`src/rtl/exec_unit.sv`:
```
// exec_unit: MIPS-style integer execute unit with single-cycle ALU ops and iterative MULTU/DIVU into HI/LO.
module exec_unit #(
  parameter int WIDTH = 32,
  parameter int SHW = 5
) (
  input  logic             clk,
  input  logic             rst,
  input  logic             in_valid,
  output logic             in_ready,
  input  logic [2:0]       aluop,
  input  logic [5:0]       func,
  input  logic [SHW-1:0]   shamt,
  input  logic [WIDTH-1:0] a,
  input  logic [WIDTH-1:0] b,
  output logic [WIDTH-1:0] result,
  output logic             zero,
  output logic             illegal,
  output logic             out_valid,
  output logic [WIDTH-1:0] hi,
  output logic [WIDTH-1:0] lo
);
  typedef enum logic [1:0] {IDLE, MUL, DIV} state_t;
  localparam logic [SHW:0] last = (SHW+1)'(WIDTH);
  state_t state, state_n;
  logic [SHW:0] cnt;
  logic [2*WIDTH-1:0] p, mstep, dstep;
  logic [WIDTH-1:0] d, alu;
  logic [WIDTH:0] msum;
  logic [2*WIDTH:0] dsh;
  logic [WIDTH+1:0] ddiff;
  logic ill, is_mul, is_div, acc, done;
  assign in_ready = (state == IDLE);
  assign acc = in_valid && in_ready;
  assign done = (state != IDLE) && (cnt == last);
  always_comb begin
    alu = '0;
    ill = 1'b0;
    is_mul = 1'b0;
    is_div = 1'b0;
    case (aluop)
      3'b000:
        case (func)
          6'b100000: alu = a + b;
          6'b100010: alu = a - b;
          6'b100100: alu = a & b;
          6'b100101: alu = a | b;
          6'b100111: alu = ~(a | b);
          6'b101010: alu = {{(WIDTH-1){1'b0}}, $signed(a) < $signed(b)};
          6'b000000: alu = b << shamt;
          6'b000010: alu = b >> shamt;
          6'b011001: is_mul = 1'b1;
          6'b011011: is_div = 1'b1;
          6'b010000: alu = hi;
          6'b010010: alu = lo;
          default:   ill = 1'b1;
        endcase
      3'b001, 3'b010: alu = a + b;
      3'b011: alu = a & b;
      3'b100: alu = a | b;
      3'b110: alu = a - b;
      3'b111: alu = {{(WIDTH-1){1'b0}}, $signed(a) < $signed(b)};
      default: ill = 1'b1;
    endcase
  end
  // p holds {acc, multiplier} for MUL and {remainder, dividend/quotient} for DIV
  always_comb begin
    msum = {1'b0, p[2*WIDTH-1:WIDTH]} + (p[0] ? {1'b0, d} : '0);
    mstep = {msum, p[WIDTH-1:1]};
    dsh = {p, 1'b0};
    ddiff = {1'b0, dsh[2*WIDTH:WIDTH]} - {2'b0, d};
    dstep = ddiff[WIDTH+1] ? dsh[2*WIDTH-1:0] : {ddiff[WIDTH-1:0], dsh[WIDTH-1:1], 1'b1};
  end
  always_comb begin
    state_n = state;
    if (state == IDLE)
      state_n = (acc && is_mul) ? MUL : (acc && is_div) ? DIV : IDLE;
    else if (done)
      state_n = IDLE;
  end
  always_ff @(posedge clk) state <= rst ? IDLE : state_n;
  always_ff @(posedge clk) begin
    if (rst) begin
      cnt <= '0;
      p <= '0;
      d <= '0;
      result <= '0;
      zero <= 1'b0;
      illegal <= 1'b0;
      out_valid <= 1'b0;
      hi <= '0;
      lo <= '0;
    end else begin
      out_valid <= 1'b0;
      if (state == IDLE) begin
        cnt <= '0;
        if (acc && is_mul) begin
          p <= {{WIDTH{1'b0}}, b};
          d <= a;
        end else if (acc && is_div) begin
          p <= {{WIDTH{1'b0}}, a};
          d <= b;
        end else if (acc) begin
          result <= alu;
          zero <= (alu == '0);
          illegal <= ill;
          out_valid <= 1'b1;
        end
      end else if (done) begin
        hi <= p[2*WIDTH-1:WIDTH];
        lo <= p[WIDTH-1:0];
        result <= p[WIDTH-1:0];
        zero <= (p[WIDTH-1:0] == '0);
        illegal <= 1'b0;
        out_valid <= 1'b1;
      end else begin
        p <= (state == MUL) ? mstep : dstep;
        cnt <= cnt + 1'b1;
      end
    end
  end
endmodule

```
`config.mk`:
```
export PLATFORM = sky130hd
export DESIGN_NAME = exec_unit
export DESIGN_NICKNAME = d
export VERILOG_FILES = /design/src/rtl/exec_unit.sv
export SDC_FILE = /design/constraint.sdc
export NUM_CORES = 1
export LEC_CHECK = 0
export ABC_AREA = 1
export CORE_ASPECT_RATIO = 0.9
export CORE_MARGIN = 3
export CORE_UTILIZATION = 32
export DETAILED_ROUTE_END_ITERATION = 10
export PLACE_DENSITY_LB_ADDON = 0.15
export RECOVER_POWER = 100
export SLEW_MARGIN = 20
export SYNTH_ARGS = -nofsm -noshare
export SYNTH_HDL_FRONTEND = slang
export SYNTH_SLANG_ARGS = --single-unit
```
`constraint.sdc`:
```
create_clock -name clk -period 3.4 [get_ports clk]
set_input_delay 0.68 -clock clk [delete_from_list [all_inputs] [get_ports clk]]
set_output_delay 0.68 -clock clk [all_outputs]
set_load 0.1 [all_outputs]
```
---- Yosys cells after proc, flatten, opt, wreduce, memory -nomap -nowiden ----
Index checks and enable logic that the tools add are counted.
storage, ports and cells
  output and inout port bits .............. 100
  input bits .............................. 81
  register bits after elaboration ......... 203
  word-level logic and storage cells ...... 107
cells by class
  add/subtract/negate cells ............... 5
  magnitude comparators ................... 1
  shifts and indexed selects .............. 2
  mux-type cells .......................... 41
  reductions and logical operators ........ 20
  equality and inequality tests ........... 24
  bitwise operators ....................... 4
operator list
  kind                                            number
  2-to-1 mux 64 bit                               6
  one-hot mux 32 bit (10 select lines)            1
  2-to-1 mux 32 bit                               8
  one-hot mux 32 bit (6 select lines)             1
  logical NOT 32 bit                              2
  == test 6 bit (second input constant)           7
  subtractor 33 x 32 -> 34 bit                    1
  adder 32 x 32 -> 33 bit                         1
  adder 32 bit                                    1
  AND 32 bit                                      1
  < comparator 32 bit                             1
  NOT 32 bit                                      1
  OR 32 bit                                       1
  << shifter 32 x 5 -> 32 bit                     1
  >> shifter 32 x 5 -> 32 bit                     1
  subtractor 32 bit                               1
  == test 6 x 5 -> 1 bit (second input constant)  4
  2-to-1 mux 1 bit                                20
  OR reduction 12 bit                             1
  == test 3 bit (second input constant)           3
  2-to-1 mux 2 bit                                4
  adder 6 x 1 -> 6 bit (second input constant)    1
  == test 3 x 2 -> 1 bit (second input constant)  2
  == test 6 x 2 -> 1 bit (second input constant)  1
  other kinds (16)                                26

---- Longest topological paths before layout ----
  depth in word-level cells ............... 9
  mapped depth ............................ 24
  gate-level depth less buffers ........... 23

---- Least setup slack after synthesis ----
Ideal clock, no wire load.
  path type ............................... input to register
  start point ............................. input a[0]
  end point ............................... register zero
  data arrival time ....................... 2.701 ns
  path slack .............................. 0.628 ns
  data required time ...................... 3.329 ns
  library setup time ...................... 0.071 ns
  stages on the path ...................... 19
  path buffers ............................ 0
  cells stage by stage .................... ha_1 fa_1 nand3_1 nand3_1 nand3_1 nand3_1 nand2_1 nand2_1 nand2_1 nand3_1 nand2_1 nor2_1 nor2_1 nand2_1 nor2_1 nand2_1 nor2_1 nand3_1 a21oi_1
on the way
  cells in the longest elaborated chain, start to end .. 9
  elaborated cells on any way between the ends .. 13
  those cells by class .................... 2 x add/sub; 1 x order compare; 6 x mux; 3 x bitwise; 1 x reduce/logical
RTL lines
  item                                                       RTL line  RTL
  from (decl)                                                13        input logic [WIDTH-1:0] a,
  branches (longest 3 deep; another with subtractor 32 bit)  -
  one-hot mux 32 bit (6 select lines) *                      40        case (aluop)
  logical NOT 32 bit *                                       104       zero <= (alu == '0);
  2-to-1 mux 1 bit *                                         102       end else if (acc) begin
  2-to-1 mux 1 bit *                                         99        end else if (acc && is_div) begin
  2-to-1 mux 1 bit *                                         96        if (acc && is_mul) begin
  2-to-1 mux 1 bit *                                         94        if (state == IDLE) begin
  to (signal assigned)                                       104
  to (signal assigned)                                       112       zero <= (p[WIDTH-1:0] == '0);
  to (decl)                                                  16        output logic zero,
Every way passes the cells marked *. The select of a mux whose other input is x is not followed.
A chain may end at the register's enable or synchronous reset.

---- Worst setup path in the final report ----
  start point ............................. input func[2]
  end point ............................... register zero
on the way
  cells in the longest elaborated chain, start to end .. 8
  elaborated cells on any way between the ends .. 28
  those cells by class .................... 13 x eq/ne; 10 x mux; 5 x reduce/logical
RTL lines
  item                                                  RTL line  RTL
  from (decl)                                           11        input logic [5:0] func,
  == test 6 x 5 -> 1 bit, or another cell as far along  42        case (func)
  one-hot mux 32 bit (10 select lines)                  42
  one-hot mux 32 bit (6 select lines)                   40
  logical NOT 32 bit                                    104
  2-to-1 mux 1 bit                                      102
  2-to-1 mux 1 bit                                      99
  2-to-1 mux 1 bit                                      96
  2-to-1 mux 1 bit                                      94
Parallel ways exist; a longest one is shown, timed or not. The select of a mux whose other input is x is not followed.

==> flow_metrics.tcl <==
set metrics [dict create \
    grt_start_max_net_pins 86 \
    cts-root-buf "sky130_fd_sc_hd__clkbuf_16" \
    design.core.area_um2 71800 \
    setup_repair_after_global_routing_missed_its_margin "true" \
    cp_common_cell "sky130_fd_sc_hd__nand2_1" \
    global_route.overflow_total 0 \
    drtAntennaViolNets 0 \
    instances_no_fill 5850 \
    max-vdd-ir-drop_uv 332 \
    postSynthAreaPerCell_um2 5.68 \
    p_per_area_nw_per_um2 279 \
    slew_headroom_pct -24.4 \
    cts_buffers 26 \
    yosys.cell_count.top_type "sky130_fd_sc_hd__nand2_1" \
    yosys.area.top_type_share_pct 17.5 \
    setup.worst_path.end_class "register" \
    crit_family "simple AND/OR/NAND/NOR gates" \
    dp_hpwl_um 131000 \
    ys_top_cells_by_area "sky130_fd_sc_hd__dfxtp_1 (17%), sky130_fd_sc_hd__nand2_1 (16%), sky130_fd_sc_hd__nand3_1 (13%), sky130_fd_sc_hd__ha_1 (8.8%), sky130_fd_sc_hd__inv_1 (8.6%)" \
    final_area_um2 32700 \
    post-route-drc-count 0 \
    design.die.area_um2 75900 \
    critical_path_peak_fanout 6 \
    die_width_um 290 \
    gpl.final_weighted_congestion 1.09 \
    final_hold_viol_count 0 \
    first_pass_iters 7 \
    area_of_combinational_cells_with_multiple_inputs_um2 17000 \
    clk_pin_slew_worst_paths_ps 70 \
    fp.dieH_um 262 \
    timing.final.ws_setup_ps -25.8 \
    grt_pass1_vias 29194 \
    clock-skew-final_ps 20.5 \
    violations "max-capacitance violations, max-slew violations, negative setup slack" \
    grt_antenna_before_repair 4 \
    num-fill-cells 8031 \
    numPlacedInstances 5791 \
    clock_tree_from_tritoncts "done" \
    path_cells "clkdlybuf4s50_1 -> clkbuf_1 -> nand2_1 -> nor2_2 -> nand2_1 -> buf_12 -> nor2_1 -> nor2_1 -> nand2_1 -> nor2_1 -> nand3_1 -> nand2_1 -> nand3b_1 -> nor2_1 -> nand2_1 -> nor2_4 -> nand2_1 -> nor2_1 -> nand3_2 -> a21oi_1" \
    power.leakage_nw 16.4 \
    num-nets-final 5128 \
    synth.lib_cells_used.distinct 47 \
    synthesis.instances 4092 \
    numPortBuffers 180 \
    final-setup-viol-count 1 \
    critical_path.n_buffers_inverters 3 \
    cell_area_synth_um2 23200 \
    clock.fmax_mhz 292 \
    global_route_usage_over_all_layers_pct 38.8 \
    cts.sinks 203 \
    area.growth.synth_to_final_pct 40.7 \
    layout_min_cycle_time_ps 3430 \
    post-route-period-util_pct 101 \
    timing_max_transition_violations_final 86 \
    yosys-top-cells-count "sky130_fd_sc_hd__nand2_1 (976), sky130_fd_sc_hd__nand3_1 (598), sky130_fd_sc_hd__inv_1 (533), sky130_fd_sc_hd__nor2_1 (377), sky130_fd_sc_hd__a21oi_1 (325)" \
    count_of_hold_buffers_inserted_by_post_cts_repair 0 \
    wire_length_of_the_first_global_routing_pass_um 214000 \
    sequential_cell_area_um2 4070 \
    finalWirelength_um 155000 \
    hold_path_class "input port to register" \
    synth_top_flop_cell "sky130_fd_sc_hd__dfxtp_1" \
    placement.cell_area_um2 31400 \
    drive_above_1_share_pct 20.6 \
    avgViaCountPerCell 5.54 \
    critical-path-slowest-cell "sky130_fd_sc_hd__clkdlybuf4s50_1" \
    finalPower_mw 9.13 \
    routed_wire_length_per_instance_um 26.4 \
    slowest_delay_ps 540 \
    htreeDepth 1 \
    drt_first_iter_violations 4415 \
    initial_utilization_pct 32.4 \
    num_io_pins 181 \
    timing.max_cap.violations 1 \
    synth_enable_flop_cells 0 \
    synth_fp_nets 4340 \
    timing.critical_path.required_ps 3920 \
    yosysSeqAreaShare_pct 17.5 \
    async_flop_share_pct 0 \
    yosys_warnings 0 \
    number_of_buffers_on_the_longest_clock_path 3 \
    synth.largest_area_cell "sky130_fd_sc_hd__dfxtp_1" \
    flops_latches_synth 203 \
    timing_worst_slew_pin_value_ps 1870 \
    critPathArrivalTime_ps 3940 \
    pre_cts_slack_ps -1010 \
    timing.setup.critical_path_class "input port to register" \
    num_vias 32432 \
    startpoint_type "input port" \
    placementRows 93 \
    worst_skew_pair.late_latency_ps 580 \
    run_status "finished, violations left" \
]
[routing by layer]
layer | wire length [um] | track usage [%] | share of wire, %
met5 | 30 | 0 | 0.019
met1 | 68700 | 54.8 | 44
met3 | 16400 | 9.13 | 11
met4 | 7060 | 14.4 | 4.6
met2 | 62400 | 57.1 | 40
[where the power goes]
part	internal, mW	switching [mW]	leakage, nW	total, mW
clock network	1.71	1.21	0.425	2.92
registers	2.41	0.0202	1.64	2.43
logic	1.42	2.36	14.3	3.77
[registers in the layout (all words and copies together), names as in the netlist]
name / flops
out_valid: 1
result: 32
zero: 1
lo: 32
cnt: 6
illegal: 1
state: 2
d: 32
hi: 32
p: 64
[tightest hold or removal path, delay by kind of cell]
kind | cells | cell delay (ps)
AND/OR/NAND/NOR | 2 | 150
buffers and inverters | 2 | 140
[cells in the final DEF, fill, tap and decap left out, drive strengths merged, types with 25 or more instances in the layout]
cell type,Yosys,final
nand2,976,976
buf,48,767
nand3,602,602
inv,542,541
nor2,388,388
a21oi,325,325
o21ai,251,251
dfxtp,203,203
ha,163,163
clkbuf,151,151
o211ai,62,62
a221oi,62,62
clkdlybuf4s50,0,51
o22ai,50,50
nor3,45,45
nand4,42,42
xor2,25,25
[logic make-up after synthesis]
| family | Yosys count | share of synthesized area, % |
|---|---|---|
| buffers and inverters | 746 | 12.2 |
| AOI/OAI and AO/OA | 841 | 21.0 |
| and+or+nand+nor | 2088 | 38.4 |
| muxes | 4 | 0.172 |
| xor gates and xnor gates | 43 | 1.62 |
| adders and majority gates | 167 | 9.12 |
| DFF | 203 | 17.5 |
[metrics by stage]
step	setup TNS (ps)	hold WS [ps]	util (%)
after floorplan	0	439	-
after global placement	-21990	451	43.8
after detailed placement	-24740	455	43.8
after CTS	0	424	45.3
after global routing	-94.3	449	45.5
final	-25.8	434	45.5
[path summary, 6_finish.rpt]
kind	start	end	slack, ps	cells past startpoint
max	func[2]	zero	-30	20
min	rst	cnt[2]	430	4
max reg2reg	p[0]	p[62]	240	17
min reg2reg	result[20]	result[20]	460	2
[area by class of cell]
type | count | share of cell area [%]
multi-input combinational | 3143 | 52.1
timing repair buffer | 959 | 22.8
sequential | 203 | 12.4
inverter | 547 | 6.30
tap | 950 | 3.64
clock buffer | 35 | 2.31
clock inverter | 12 | 0.421
antenna | 1 | 0.00765
[timing repair]
action                                  CTS  global route
pin swaps                                 6            35
endpoints found under the setup margin   16            37
buffers inserted                          2            11
resized for setup                        61           154
Note: power is estimated with default switching activity, not from simulation.
==> RTL change: new RTL, same flow settings <==
The parameter `SHW` goes from 5 to 10.
--- a/src/rtl/exec_unit.sv
+++ b/src/rtl/exec_unit.sv
@@ -3,3 +3,3 @@
   parameter int WIDTH = 32,
-  parameter int SHW = 5
+  parameter int SHW = 10
 ) (
Ports: changed (resized shamt); port bits go from 181 to 186. No check against the original RTL was run, so the function may have changed too.
==> RTL change against the original RTL <==
  * Clock skew down 0.0061 ns
  * Setup slack better by 0.032 ns
  * Utilization up 1.1 points
  * Register-to-register slack worse by 0.09 ns
  * Power up 0.72%
  * Global-route usage up 1.6 points
  * Synthesized area up 3.8%
  * Sequential share of layout area down 0.35 points
  * Sequential cell count up 5
  * Cell area up 5.4%
  * Die area up 3.7%
  * Critical path depth down 2
  * Final cell count up 2.2%
  * Wire length up 6.7%
  * Largest cell class unchanged
  * Highest routed layer unchanged
==> RTL change: results (changes against the original RTL) <==
stage	metric	value	unit	change
worst_hold_path	Hold Path Class	flip-flop to flip-flop		
placement	gpl congestion	1.04		-4.8%
sta	Layout Skew	0.0143	ns	-0.00613 ns
power	clock power share	30.1	%	-1.9 points
logic_synthesis	Syn Inst Count	4144		+1.3%
drt	Initial DRC Count	4636		+5.0%
layout	bufs w/o clock	1031		+7.5%
layout	share of cells above drive strength 1	24.1	%	+3.5 points
clocking	setup repair bufs after CTS	7		+5
sta	Rel. slew slack	11.2	%	+36 points
global_routing	number of global-route vias before repair	30078		+3.0%
logic_synthesis	mux share of post-synthesis cell area	0	%	-0.17 points
clocking	post-CTS resize count	150		+150%
placement	placed insts	5908		+2.0%
power	Leak	17.1	nW	+4.3%
logic_synthesis	adder-cell share of the synthesized area	8.78	%	-0.34 points
power	Sw Share	40.4	%	+1.1 points
worst_setup_path	worst setup path endpoint	result[28]$_SDFFE_PP0P_		
global_routing	M3 GR Usage	10.7	%	+1.5 points
drt	met2 WL	63400	um	+1.6%
layout	FF/Latch Area	4170	um^2	+2.5%
placement	Setup Slack @ Placement	-1.11	ns	-0.0996 ns
logic_synthesis	Synth Area in XOR/XNOR	2.03	%	+0.41 points
power	Seq group	2.50	mW	+3%
worst_setup_path	Worst Path Arrival	3.90	ns	-0.04 ns
drt	WL met3	18300	um	+12%
drt	vias per cell	5.64		+1.7%
placement	PortBufs	185		+2.8%
logic_synthesis	Yosys cell types	58		+23%
power	Power Internal	5.48	mW	-1.1%
layout	multi-input gates	3169		+0.83%
layout	clock buffer count	33		-5.7%
logic_synthesis	area share of the largest cell type after synthesis	17.3	%	-0.23 points
global_routing	initial antenna violation count	13		+9
drt	DR pass1 iterations	6		-1
layout	Post-layout nets	5247		+2.3%
global_routing	met2 GRT Util	55.2	%	-1.9 points
global_routing	largest net degree at the start of global routing	81		-5.8%
layout	area of the multi-input gates	18100	um^2	+6.1%
layout	Data buffer area share	23.5	%	+0.65 points
status	outcome	finished, final reports clean		
clocking	total CTS buffers	25		-3.8%
power	VDD IR-drop max	0.345	mV	+3.8%
global_routing	global-route wire length before repair	227000	um	+6.3%
logic_synthesis	area fraction in compound gates after synthesis	22.7	%	+1.7 points
layout	Inverters, non-clock	559		+2.2%
==> RTL change: worst min path at each step <==
| stage | from | endpoint | slack [ns] | cells after the start |
|---|---|---|---|---|
| after floorplan | cnt[3]$_SDFFE_PP0N_ | cnt[3]$_SDFFE_PP0N_ | 0.45 | 2 |
| after global placement | result[23]$_SDFFE_PP0P_ | result[23]$_SDFFE_PP0P_ | 0.45 | 2 |
| after detailed placement | result[28]$_SDFFE_PP0P_ | result[28]$_SDFFE_PP0P_ | 0.46 | 2 |
| after CTS | result[1]$_SDFFE_PP0P_ | result[1]$_SDFFE_PP0P_ | 0.47 | 2 |
| after global routing | result[1]$_SDFFE_PP0P_ | result[1]$_SDFFE_PP0P_ | 0.47 | 2 |
| final | result[1]$_SDFFE_PP0P_ | result[1]$_SDFFE_PP0P_ | 0.46 | 2 |
==> RTL change: through the flow <==
stage | TNS, ns | cell area (um^2)
CTS | 0 | 34100
floorplan | 0 | 24100
global route | -0.119 | 34400
finish | 0 | 34500
global placement | -25.07 | 32700
detailed placement | -24.92 | 32700
